==> config.mk <==
export PLATFORM = sky130hd
export DESIGN_NAME = p2s_serializer
export DESIGN_NICKNAME = d
export VERILOG_FILES = /design/src/rtl/p2s_serializer.sv
export SDC_FILE = /design/constraint.sdc
export NUM_CORES = 1
export LEC_CHECK = 0
export CORE_MARGIN = 2
export CORE_UTILIZATION = 60
export DETAILED_ROUTE_END_ITERATION = 16
export DONT_BUFFER_PORTS = 1
export PLACE_DENSITY = 0.84
export SETUP_SLACK_MARGIN = 0.1
export SYNTH_ARGS = -nofsm -noshare
export SYNTH_HDL_FRONTEND = slang
export SYNTH_SLANG_ARGS = --single-unit
==> constraint.sdc <==
create_clock -name clk -period 1.8 [get_ports clk]
set_input_delay 0.36 -clock clk [delete_from_list [all_inputs] [get_ports clk]]
set_output_delay 0.36 -clock clk [all_outputs]
set_load 0.005 [all_outputs]
==> src/rtl/p2s_serializer.sv <==
// p2s_serializer: parallel-to-serial converter with a one-word holding buffer.
// A word is taken over a valid/ready handshake and later shifted out one bit
// per clock, MSB-first or LSB-first as chosen when the word is accepted.
// dout_en qualifies the serial stream, and done pulses once after each word.
// GAP adds idle cycles after each word's END cycle.
// Optional build macro P2S_PARITY_EN appends an even-parity bit to each word.
module p2s_serializer #(
  parameter int WIDTH = 8,
  parameter int GAP   = 0
) (
  input  logic             clk,
  input  logic             rst,
  input  logic [WIDTH-1:0] din,
  input  logic             din_valid,
  output logic             din_ready,
  input  logic             msb_first,
  output logic             dout_bit,
  output logic             dout_en,
  output logic             done,
  output logic             busy
);

`ifdef P2S_PARITY_EN
  localparam int NBITS = WIDTH + 1;
`else
  localparam int NBITS = WIDTH;
`endif
  localparam int CW = $clog2(NBITS);
  localparam int GW = (GAP > 1) ? $clog2(GAP) : 1;
  localparam logic [CW-1:0] LAST_BIT = CW'(NBITS - 1);
  localparam logic [GW-1:0] LAST_GAP = GW'((GAP > 0) ? GAP - 1 : 0);

  typedef enum logic [1:0] {
    ST_IDLE,
    ST_SHIFT,
    ST_END,
    ST_GAP
  } state_t;

  state_t           state;
  logic [WIDTH-1:0] hold_buf;
  logic             hold_mode;
  logic             hold_full;
  logic [WIDTH-1:0] shreg;
  logic             mode;
  logic [CW-1:0]    bit_cnt;
  logic [GW-1:0]    gap_cnt;
  logic             accept;
  logic             load;
  logic             shift_bit;
`ifdef P2S_PARITY_EN
  logic             parity;
`endif

  // Ready depends only on the buffer flag and reset, so it never loops back from din_valid.
  assign din_ready = !hold_full && !rst;
  assign accept    = din_valid && din_ready;
  assign busy      = (state != ST_IDLE) || hold_full;

  // Move the held word into the shifter in IDLE, or straight from END when no gap is configured.
  assign load = hold_full && ((state == ST_IDLE) || ((state == ST_END) && (GAP == 0)));

  // Pick the next serial bit: the used end of the shifter, or the parity bit last.
  always_comb begin
    shift_bit = mode ? shreg[WIDTH-1] : shreg[0];
`ifdef P2S_PARITY_EN
    if (bit_cnt == LAST_BIT) shift_bit = parity;
`endif
  end

  // Capture the incoming word and its bit order into the holding buffer.
  // NOTE: the buffer data carries no reset; hold_full says whether it holds a word.
  always_ff @(posedge clk) begin
    if (accept) begin
      hold_buf  <= din;
      hold_mode <= msb_first;
    end
  end

  // Control FSM, shifter and registered serial outputs.
  always_ff @(posedge clk) begin
    if (rst) begin
      state     <= ST_IDLE;
      hold_full <= 1'b0;
      shreg     <= '0;
      mode      <= 1'b0;
      bit_cnt   <= '0;
      gap_cnt   <= '0;
      dout_bit  <= 1'b0;
      dout_en   <= 1'b0;
      done      <= 1'b0;
`ifdef P2S_PARITY_EN
      parity    <= 1'b0;
`endif
    end else begin
      done <= 1'b0;
      if (accept) hold_full <= 1'b1;

      case (state)
        ST_IDLE: begin
          dout_en  <= 1'b0;
          dout_bit <= 1'b0;
        end
        ST_SHIFT: begin
          dout_en  <= 1'b1;
          dout_bit <= shift_bit;
          shreg    <= mode ? {shreg[WIDTH-2:0], 1'b0} : {1'b0, shreg[WIDTH-1:1]};
          bit_cnt  <= bit_cnt + 1'b1;
          if (bit_cnt == LAST_BIT) state <= ST_END;
        end
        ST_END: begin
          dout_en  <= 1'b0;
          dout_bit <= 1'b0;
          done     <= 1'b1;
          if (GAP > 0) begin
            gap_cnt <= '0;
            state   <= ST_GAP;
          end else begin
            state   <= ST_IDLE;
          end
        end
        ST_GAP: begin
          dout_en  <= 1'b0;
          dout_bit <= 1'b0;
          gap_cnt  <= gap_cnt + 1'b1;
          if (gap_cnt == LAST_GAP) state <= ST_IDLE;
        end
        default: state <= ST_IDLE;
      endcase

      // NOTE: placed after the case so its state update wins over END's IDLE/GAP choice.
      if (load) begin
        shreg     <= hold_buf;
        mode      <= hold_mode;
        hold_full <= 1'b0;
        bit_cnt   <= '0;
        state     <= ST_SHIFT;
`ifdef P2S_PARITY_EN
        parity    <= ^hold_buf;
`endif
      end
    end
  end

endmodule

==> results.json, run 1 <==
{
  "synth-compound-area-share_pct": 13.5,
  "fillers": 156,
  "placementRows": 16,
  "cts_root_buf": "clkbuf_4",
  "yosys.area_share.adder_pct": 2.11,
  "synth_seq_cells": 28,
  "multi_input_area_um2": 479,
  "synthesis.nets": 117,
  "hold_viol": 0,
  "wire_per_inst_um": 14.7,
  "syn_area_mm2": 0.00119,
  "n_antenna_cell": 0,
  "crit_path_top_delay_cell": "dfxtp_1",
  "max_stage_delay_ns": 0.51,
  "synth_xor_area_share_pct": 1.48,
  "drc": 0,
  "synthSimpleGateAreaFrac_pct": 13.2,
  "pwr-share-clk_pct": 34.0,
  "slew_headroom_pct": 62.6,
  "crit_buf_inv": 0,
  "synth_top_family_by_area": "compound AO/OA/AOI/OAI gates",
  "grt_pass1_vias": 740,
  "cts_resized": 0,
  "clk_path_buf_depth": 2,
  "synth_area_leaders": "dfxtp_1, edfxtp_1, mux2_2",
  "core_area_mm2": 0.00192,
  "power_density_mw_per_mm2": 981,
  "die_h_um": 48.5,
  "crit_type": "flip-flop to output port",
  "dr.pass1.iters": 4,
  "cp.arrival_ns": 1.28,
  "final_max_slew_viol_count": 0,
  "holdPathStages": 1,
  "post-cts-setup-buffers": 0,
  "port_buffers": 0,
  "vdd_drop_max_v": 0.000678,
  "reg2regPathDepth": 4,
  "status": "finished clean",
  "crit_chain": "or3_1",
  "viasPerCell": 5.99,
  "ys_warn_count": 0,
  "die_w_um": 48.5,
  "final_cell_mix": "dfxtp_1, nor2_1, nand2_1, a21oi_1, edfxtp_1",
  "p_seq_share_pct": 59.0,
  "synthMuxAreaShare_pct": 10.1,
  "hp-class": "input pin to flip-flop",
  "final_common_cell": "dfxtp_1",
  "synthCells": 103,
  "grt.overflow.total": 0,
  "p_int_mw": 0.942,
  "postLayoutCoreUtil_pct": 63.5,
  "antenna_left": 0,
  "dpl.hpwl_mm": 1.32,
  "grt_pass1_wl_mm": 3.15,
  "clkTransAtPathRegs_ns": 0.14,
  "p_leak_nw": 0.429,
  "reg2reg_to": "shreg[7]$_SDFFE_PP0P_",
  "setup.worst_path.start": "state[0]$_SDFFE_PP0P_",
  "swShare_pct": 21.3,
  "synth.distinct_cells": 30,
  "setup_viol": 0,
  "post-synth-top-area-cell": "dfxtp_1",
  "critPathLaunchType": "flip-flop",
  "clock_latency_ns": 0.33,
  "htreeDepth": 1,
  "rsz0062_at_grt": "false",
  "synth_top_area_share_pct": 32.0,
  "max_freq_mhz": 609,
  "totalWireLength_mm": 1.89,
  "grt_max_degree": 21,
  "cts_buffers": 3,
  "num-nets-final": 117,
  "die_area_mm2": 0.00235,
  "fin_worst_skew_ns": 0.00666,
  "p_comb_share_pct": 7.0,
  "setup-tns-final_ns": 0,
  "yosysSeqAreaShare_pct": 54.8,
  "worstMarginPinSlew_ns": 0.561,
  "regArea_um2": 651,
  "clock_sinks": 28,
  "timing.final.crit_share_pct": 91.3,
  "cts_tree": "built",
  "grt_use_total_pct": 17.5,
  "worst-path-stages": 1,
  "drive_gt1_share_pct": 15.7,
  "antenna_found_initial": 0,
  "drtIter0Drc": 20,
  "io_pins": 17,
  "reg2reg_slack_ns": 0.34,
  "place_congestion": 0.827,
  "period_needed_ns": 1.64,
  "crit_path_max_fanout": 15,
  "avgSynthCellArea_um2": 11.5,
  "vias": 773,
  "drv_cap": 0,
  "endpoint": "busy",
  "syn2layout_area_growth_pct": 2.74,
  "cts_hold_buf": 0,
  "critical_path.top_delay_family": "flip-flops",
  "critPathRequiredTime_ns": 1.44,
  "crit_path_end_kind": "output port",
  "timing.rr.start": "state[0]$_SDFFE_PP0P_",
  "start_util_pct": 61.8,
  "p_switching_mw": 0.255
}
==> Yosys cell counts <==
master	number
mux2i_1	3
nor3_1	2
ha_1	2
nor3b_1	1
and2b_4	1
xnor2_1	1
mux2_1	1
nand3_1	1
inv_2	1
clkbuf_8	3
o221ai_1	6
nor2_2	1
nor2b_1	1
nand2_1	9
nor2_1	9
buf_2	1
a32oi_1	1
buf_4	1
xor2_1	1
o21ai_2	1
nand2b_1	5
and2_1	1
a22oi_1	3
mux2_2	7
edfxtp_1	9
or3_1	1
a21oi_4	1
a21oi_1	9
dfxtp_1	19
o22ai_1	1
==> power groups by stage <==
stage | registers (mW) | logic [mW] | clock network, mW
2_1_floorplan | 0.705 | 0.0898 | 0
3_3_place_gp | 0.718 | 0.0802 | 0
3_5_place_dp | 0.719 | 0.0832 | 0
4_1_cts | 0.706 | 0.0840 | 0.417
5_1_grt | 0.710 | 0.0935 | 0.435
6_report | 0.706 | 0.0838 | 0.407
==> cells by family (layout without fill, tap and decap cells) <==
| family | after synthesis | count (layout) |
|---|---|---|
| adders and majority gates | 2 | 2 |
| and+or+nand+nor | 32 | 32 |
| buffers and inverters | 6 | 5 |
| xor gates and xnor gates | 2 | 2 |
| muxes | 11 | 11 |
| AOI/OAI and AO/OA | 22 | 22 |
| DFF | 28 | 28 |
==> per-layer routing <==
metal  share of wire [%]  vias to the layer above  GRT usage, %
li1                    -                      373             -
met1                  45                      361          22.3
met2                  47                       35          27.5
met3                 6.0                        4          4.01
met4                 1.5                        0          10.0
met5                   0                        -             0
==> stage by stage <==
| stage | power [mW] | hold slack, ns | cell area (µm²) | setup WS, ns | instances |
|---|---|---|---|---|---|
| 2_1_floorplan | 0.795 | 0.439 | 1190 | 0.486 | 103 |
| 3_3_place_gp | 0.798 | 0.432 | 1170 | 0.454 | 125 |
| 3_5_place_dp | 0.803 | 0.434 | 1170 | 0.392 | 125 |
| 4_1_cts | 1.21 | 0.0637 | 1220 | 0.169 | 129 |
| 5_1_grt | 1.24 | 0.0506 | 1220 | 0.109 | 129 |
| 6_report | 1.20 | 0.0704 | 1220 | 0.157 | 129 |
==> flip-flops by register name, indices dropped and copies added, names as in the netlist, 2 cells and up <==
| signal | count |
|---|---|
| hold_buf | 8 |
| shreg | 8 |
| bit_cnt | 3 |
| state | 2 |
==> worst min path at each step <==
stage,start,endpoint,slack [ns]
finish,rst,state[0]$_SDFFE_PP0P_,0.07
global route,rst,shreg[6]$_SDFFE_PP0P_,0.05
global placement,rst,shreg[1]$_SDFFE_PP0P_,0.43
detailed placement,rst,shreg[4]$_SDFFE_PP0P_,0.43
floorplan,shreg[1]$_SDFFE_PP0P_,shreg[1]$_SDFFE_PP0P_,0.44
CTS,rst,state[0]$_SDFFE_PP0P_,0.06
==> layout make-up <==
type / count / share of cell area (%)
multi-input combinational: 69 / 39.3
clock inverter: 1 / 2.46
sequential: 28 / 53.3
inverter: 1 / 0.308
tap: 27 / 2.77
clock buffer: 3 / 1.85
No activity file was read; power rests on OpenSTA's default activity.
==> run 2: changes to the inputs <==
RECOVER_POWER = 100   (was unset)
==> run 2 against run 1 <==
  * Worst hold slack got worse by 0.0033 ns
  * Largest cell class unchanged
  * Non-clock buffer count unchanged
  * Fmax rose by 0.30%
  * Clock power barely moved
  * Highest routed layer unchanged
  * Count of clock-buffer cells in the layout stayed put
  * Largest power group unchanged
  * Combinational power down 1%
==> results.json, run 2 (synthesis gave the netlist of run 1 again) <==
{
  "status": "finished clean",
  "num-nets-final": 117,
  "cts_buffers": 3,
  "drc": 0,
  "critical_path.top_delay_family": "flip-flops",
  "die_h_um": 48.5,
  "period_needed_ns": 1.64,
  "wire_per_inst_um": 14.8,
  "vias": 753,
  "slew_headroom_pct": 63.4,
  "max_freq_mhz": 611,
  "worst-path-stages": 1,
  "htreeDepth": 1,
  "fin_area_mm2": 0.00122,
  "reg2regPathDepth": 4,
  "place_congestion": 0.827,
  "grt.overflow.total": 0,
  "grt_pass1_wl_mm": 3.15,
  "antenna_found_initial": 0,
  "drtIter0Drc": 10,
  "crit_buf_inv": 0,
  "io_pins": 17,
  "clock_latency_ns": 0.33,
  "post-place-cells": 125,
  "crit_chain": "or3_1",
  "dp_slack_ns": 0.392,
  "viasPerCell": 5.84,
  "drv_cap": 0,
  "placementRows": 16,
  "setup_viol": 0,
  "clock_sinks": 28,
  "fillers": 157,
  "top_layer": "met4",
  "dpl.hpwl_mm": 1.32,
  "clkTransAtPathRegs_ns": 0.14,
  "dr_wl_met2_um": 892,
  "critPathLaunchType": "flip-flop",
  "drive_gt1_share_pct": 13.7,
  "cts_root_buf": "clkbuf_4",
  "fin_ws_ns": 0.162,
  "hold_viol": 0,
  "crit_path_top_delay_cell": "dfxtp_1",
  "reg.largest.list": "hold_buf (8), shreg (8), bit_cnt (3)",
  "clk_path_buf_depth": 2,
  "core_area_mm2": 0.00192,
  "hp-class": "input pin to flip-flop",
  "antenna_left": 0,
  "max_stage_delay_ns": 0.51,
  "final_cell_mix": "dfxtp_1, nor2_1, nand2_1, a21oi_1, edfxtp_1",
  "rsz0062_at_grt": "false",
  "vdd_drop_max_v": 0.000680,
  "fin_worst_skew_ns": 0.00567,
  "die_area_mm2": 0.00235,
  "final_cells": 129,
  "start_util_pct": 61.8,
  "n_antenna_cell": 0,
  "wl_met3_um": 99,
  "finalPower_mw": 1.20,
  "cts_tree": "built",
  "critPathRequiredTime_ns": 1.44,
  "post-cts-setup-buffers": 0,
  "crit_path_max_fanout": 15,
  "cts_resized": 0,
  "die_w_um": 48.5,
  "setup-tns-final_ns": 0,
  "port_buffers": 0,
  "dr.pass1.iters": 5,
  "cts_hold_buf": 0,
  "worstMarginPinSlew_ns": 0.548,
  "syn2layout_area_growth_pct": 2.53,
  "m1WireLength_um": 876,
  "cp.arrival_ns": 1.28,
  "grt_pass1_vias": 740,
  "power_density_mw_per_mm2": 983,
  "grt_use_total_pct": 17.5,
  "totalWireLength_mm": 1.90,
  "crit_type": "flip-flop to output port",
  "final_max_slew_viol_count": 0,
  "grt_max_degree": 21,
  "p_leak_nw": 0.430,
  "final_common_cell": "dfxtp_1",
  "crit_path_end_kind": "output port",
  "timing.final.crit_share_pct": 91.0,
  "placed_cell_area_mm2": 0.00117,
  "holdPathStages": 1,
  "holdWs_ns": 0.0671,
  "postLayoutCoreUtil_pct": 63.3
}
[run 2: worst paths after layout]
| path | start | end | slack, ns |
|---|---|---|---|
| worst min register to register | shreg[4]$_SDFFE_PP0P_ | shreg[4]$_SDFFE_PP0P_ | 0.48 |
| worst min-delay path | rst | state[0]$_SDFFE_PP0P_ | 0.07 |
| worst max register to register | state[0]$_SDFFE_PP0P_ | shreg[3]$_SDFFE_PP0P_ | 0.27 |
| worst max-delay path | state[0]$_SDFFE_PP0P_ | busy | 0.16 |
[run 2: area by class of cell]
cell class              count  area, µm²  area share, %
clock buffers               3       22.5           1.85
well taps                  27       33.8           2.77
multi-input cells          69        477           39.2
clock inverters             1       30.0           2.47
inverters                   1       3.75          0.308
flip-flops and latches     28        651           53.4
[run 2: metal layers]
metal / track usage [%] / up-vias
met5: 0 / -
li1: - / 371
met2: 27.5 / 27
met3: 4.01 / 5
met1: 22.3 / 350
met4: 10.0 / 0
[run 2: worst reg2reg max path, stage by stage, from the launching register on]
cell      delay [ns]
dfxtp_1         0.70
nor2_1          0.21
a21oi_4         0.24
o221ai_1        0.15
a21oi_1         0.16
[run 2: where the power goes]
group | total (mW) | switching [mW] | internal [mW]
logic | 0.0827 | 0.0457 | 0.0370
clock network | 0.408 | 0.182 | 0.226
registers | 0.706 | 0.0269 | 0.679
total | 1.20 | 0.255 | 0.942
==> run 3: changes to the inputs <==
MAX_ROUTING_LAYER = met4   (was unset)
==> run 3 against run 2 <==
  * Critical path depth unchanged
  * Die area is the same
  * Combinational power about the same
  * Setup slack improved by 0.0018 ns
  * Clock skew hardly changed
  * Largest power group unchanged
  * Count of clock-buffer cells in the layout is the same
  * Via count is 0.13% lower
  * Non-clock buffer count is the same
  * Highest routed layer unchanged
  * Utilization is the same
  * Sequential power is essentially flat
  * Register-to-register slack improved by 0.02 ns
==> results.json, run 3 (synthesis gave the netlist of run 1 again) <==
{
  "power_density_mw_per_mm2": 983,
  "placementRows": 16,
  "slew_headroom_pct": 63.8,
  "period_needed_ns": 1.64,
  "dpl.hpwl_mm": 1.32,
  "grt_pass1_wl_mm": 3.17,
  "cts_root_buf": "clkbuf_4",
  "max_freq_mhz": 611,
  "drc": 0,
  "fin_worst_skew_ns": 0.00585,
  "cts_hold_buf": 0,
  "critical_path.top_delay_family": "flip-flops",
  "grt_max_degree": 21,
  "grt_pass1_vias": 740,
  "vdd_drop_max_v": 0.000680,
  "critPathLaunchType": "flip-flop",
  "holdWs_ns": 0.0666,
  "antenna_found_initial": 0,
  "crit_chain": "or3_1",
  "final_common_cell": "dfxtp_1",
  "clock_sinks": 28,
  "io_pins": 17,
  "clk_path_buf_depth": 2,
  "post-cts-setup-buffers": 0,
  "die_w_um": 48.5,
  "num-nets-final": 117,
  "antenna_left": 0,
  "htreeDepth": 1,
  "drtIter0Drc": 10,
  "p_leak_nw": 0.430,
  "drv_cap": 0,
  "cp.arrival_ns": 1.28,
  "crit_type": "flip-flop to output port",
  "setup-tns-final_ns": 0,
  "core_area_mm2": 0.00192,
  "timing.final.crit_share_pct": 90.9,
  "cts_resized": 0,
  "start_util_pct": 61.8,
  "hold_viol": 0,
  "crit_buf_inv": 0,
  "hp-class": "input pin to flip-flop",
  "vias": 752,
  "grt.overflow.total": 0,
  "reg.largest.list": "hold_buf (8), shreg (8), bit_cnt (3)",
  "crit_path_end_kind": "output port",
  "clock_latency_ns": 0.33,
  "place_congestion": 0.840,
  "max_stage_delay_ns": 0.50,
  "n_antenna_cell": 0,
  "finalPower_mw": 1.20,
  "grt_use_total_pct": 18.1,
  "syn2layout_area_growth_pct": 2.53,
  "cts_tree": "built",
  "status": "finished clean",
  "dr.pass1.iters": 4,
  "postLayoutCoreUtil_pct": 63.3,
  "port_buffers": 0,
  "critPathRequiredTime_ns": 1.44,
  "viasPerCell": 5.83,
  "cts_buffers": 3,
  "clkTransAtPathRegs_ns": 0.14,
  "crit_path_max_fanout": 15,
  "wire_per_inst_um": 14.6,
  "drive_gt1_share_pct": 13.7,
  "die_area_mm2": 0.00235,
  "die_h_um": 48.5,
  "crit_path_top_delay_cell": "dfxtp_1",
  "final_cell_mix": "dfxtp_1, nor2_1, nand2_1, a21oi_1, edfxtp_1",
  "totalWireLength_mm": 1.88,
  "setup_viol": 0,
  "final_max_slew_viol_count": 0,
  "worstMarginPinSlew_ns": 0.543,
  "rsz0062_at_grt": "false"
}
## run 3: cell counts in the layout (fill, tap and decap cells not counted)
No cell type changed its count.
## run 3: area by class of cell
cell class | instances | area, µm²
well taps | 27 | 33.8
inverters | 1 | 3.75
clock buffers | 3 | 22.5
multi-input cells | 69 | 477
flip-flops and latches | 28 | 651
clock inverters | 1 | 30.0
fillers | 157 | 704
## run 3: metal layers
layer,share of wire [%],track usage (%)
met1,47,22.5
met2,47,27.5
met5,0,-
met4,2.0,10.0
met3,3.7,4.01
## run 3: metrics by stage
| stage | std cells | setup slack, ns | cell area, µm² |
|---|---|---|---|
| final | 129 | 0.164 | 1220 |
| after global routing | 129 | 0.112 | 1220 |
| after floorplan | 103 | 0.486 | 1190 |
| after CTS | 129 | 0.169 | 1220 |
| after global placement | 125 | 0.454 | 1170 |
| after detailed placement | 125 | 0.392 | 1170 |
## run 3: power breakdown
part | switching [mW] | leakage [nW] | internal [mW]
combinational | 0.0456 | 0.164 | 0.0370
sequential | 0.0267 | 0.238 | 0.679
clock | 0.183 | 0.0279 | 0.226
## run 3: worst paths after layout
kind	from	to	slack, ns	cells past startpoint
max	state[0]$_SDFFE_PP0P_	busy	0.16	1
min reg2reg	shreg[4]$_SDFFE_PP0P_	shreg[4]$_SDFFE_PP0P_	0.48	2
max reg2reg	state[0]$_SDFFE_PP0P_	shreg[2]$_SDFFE_PP0P_	0.29	4
min	rst	state[0]$_SDFFE_PP0P_	0.07	1
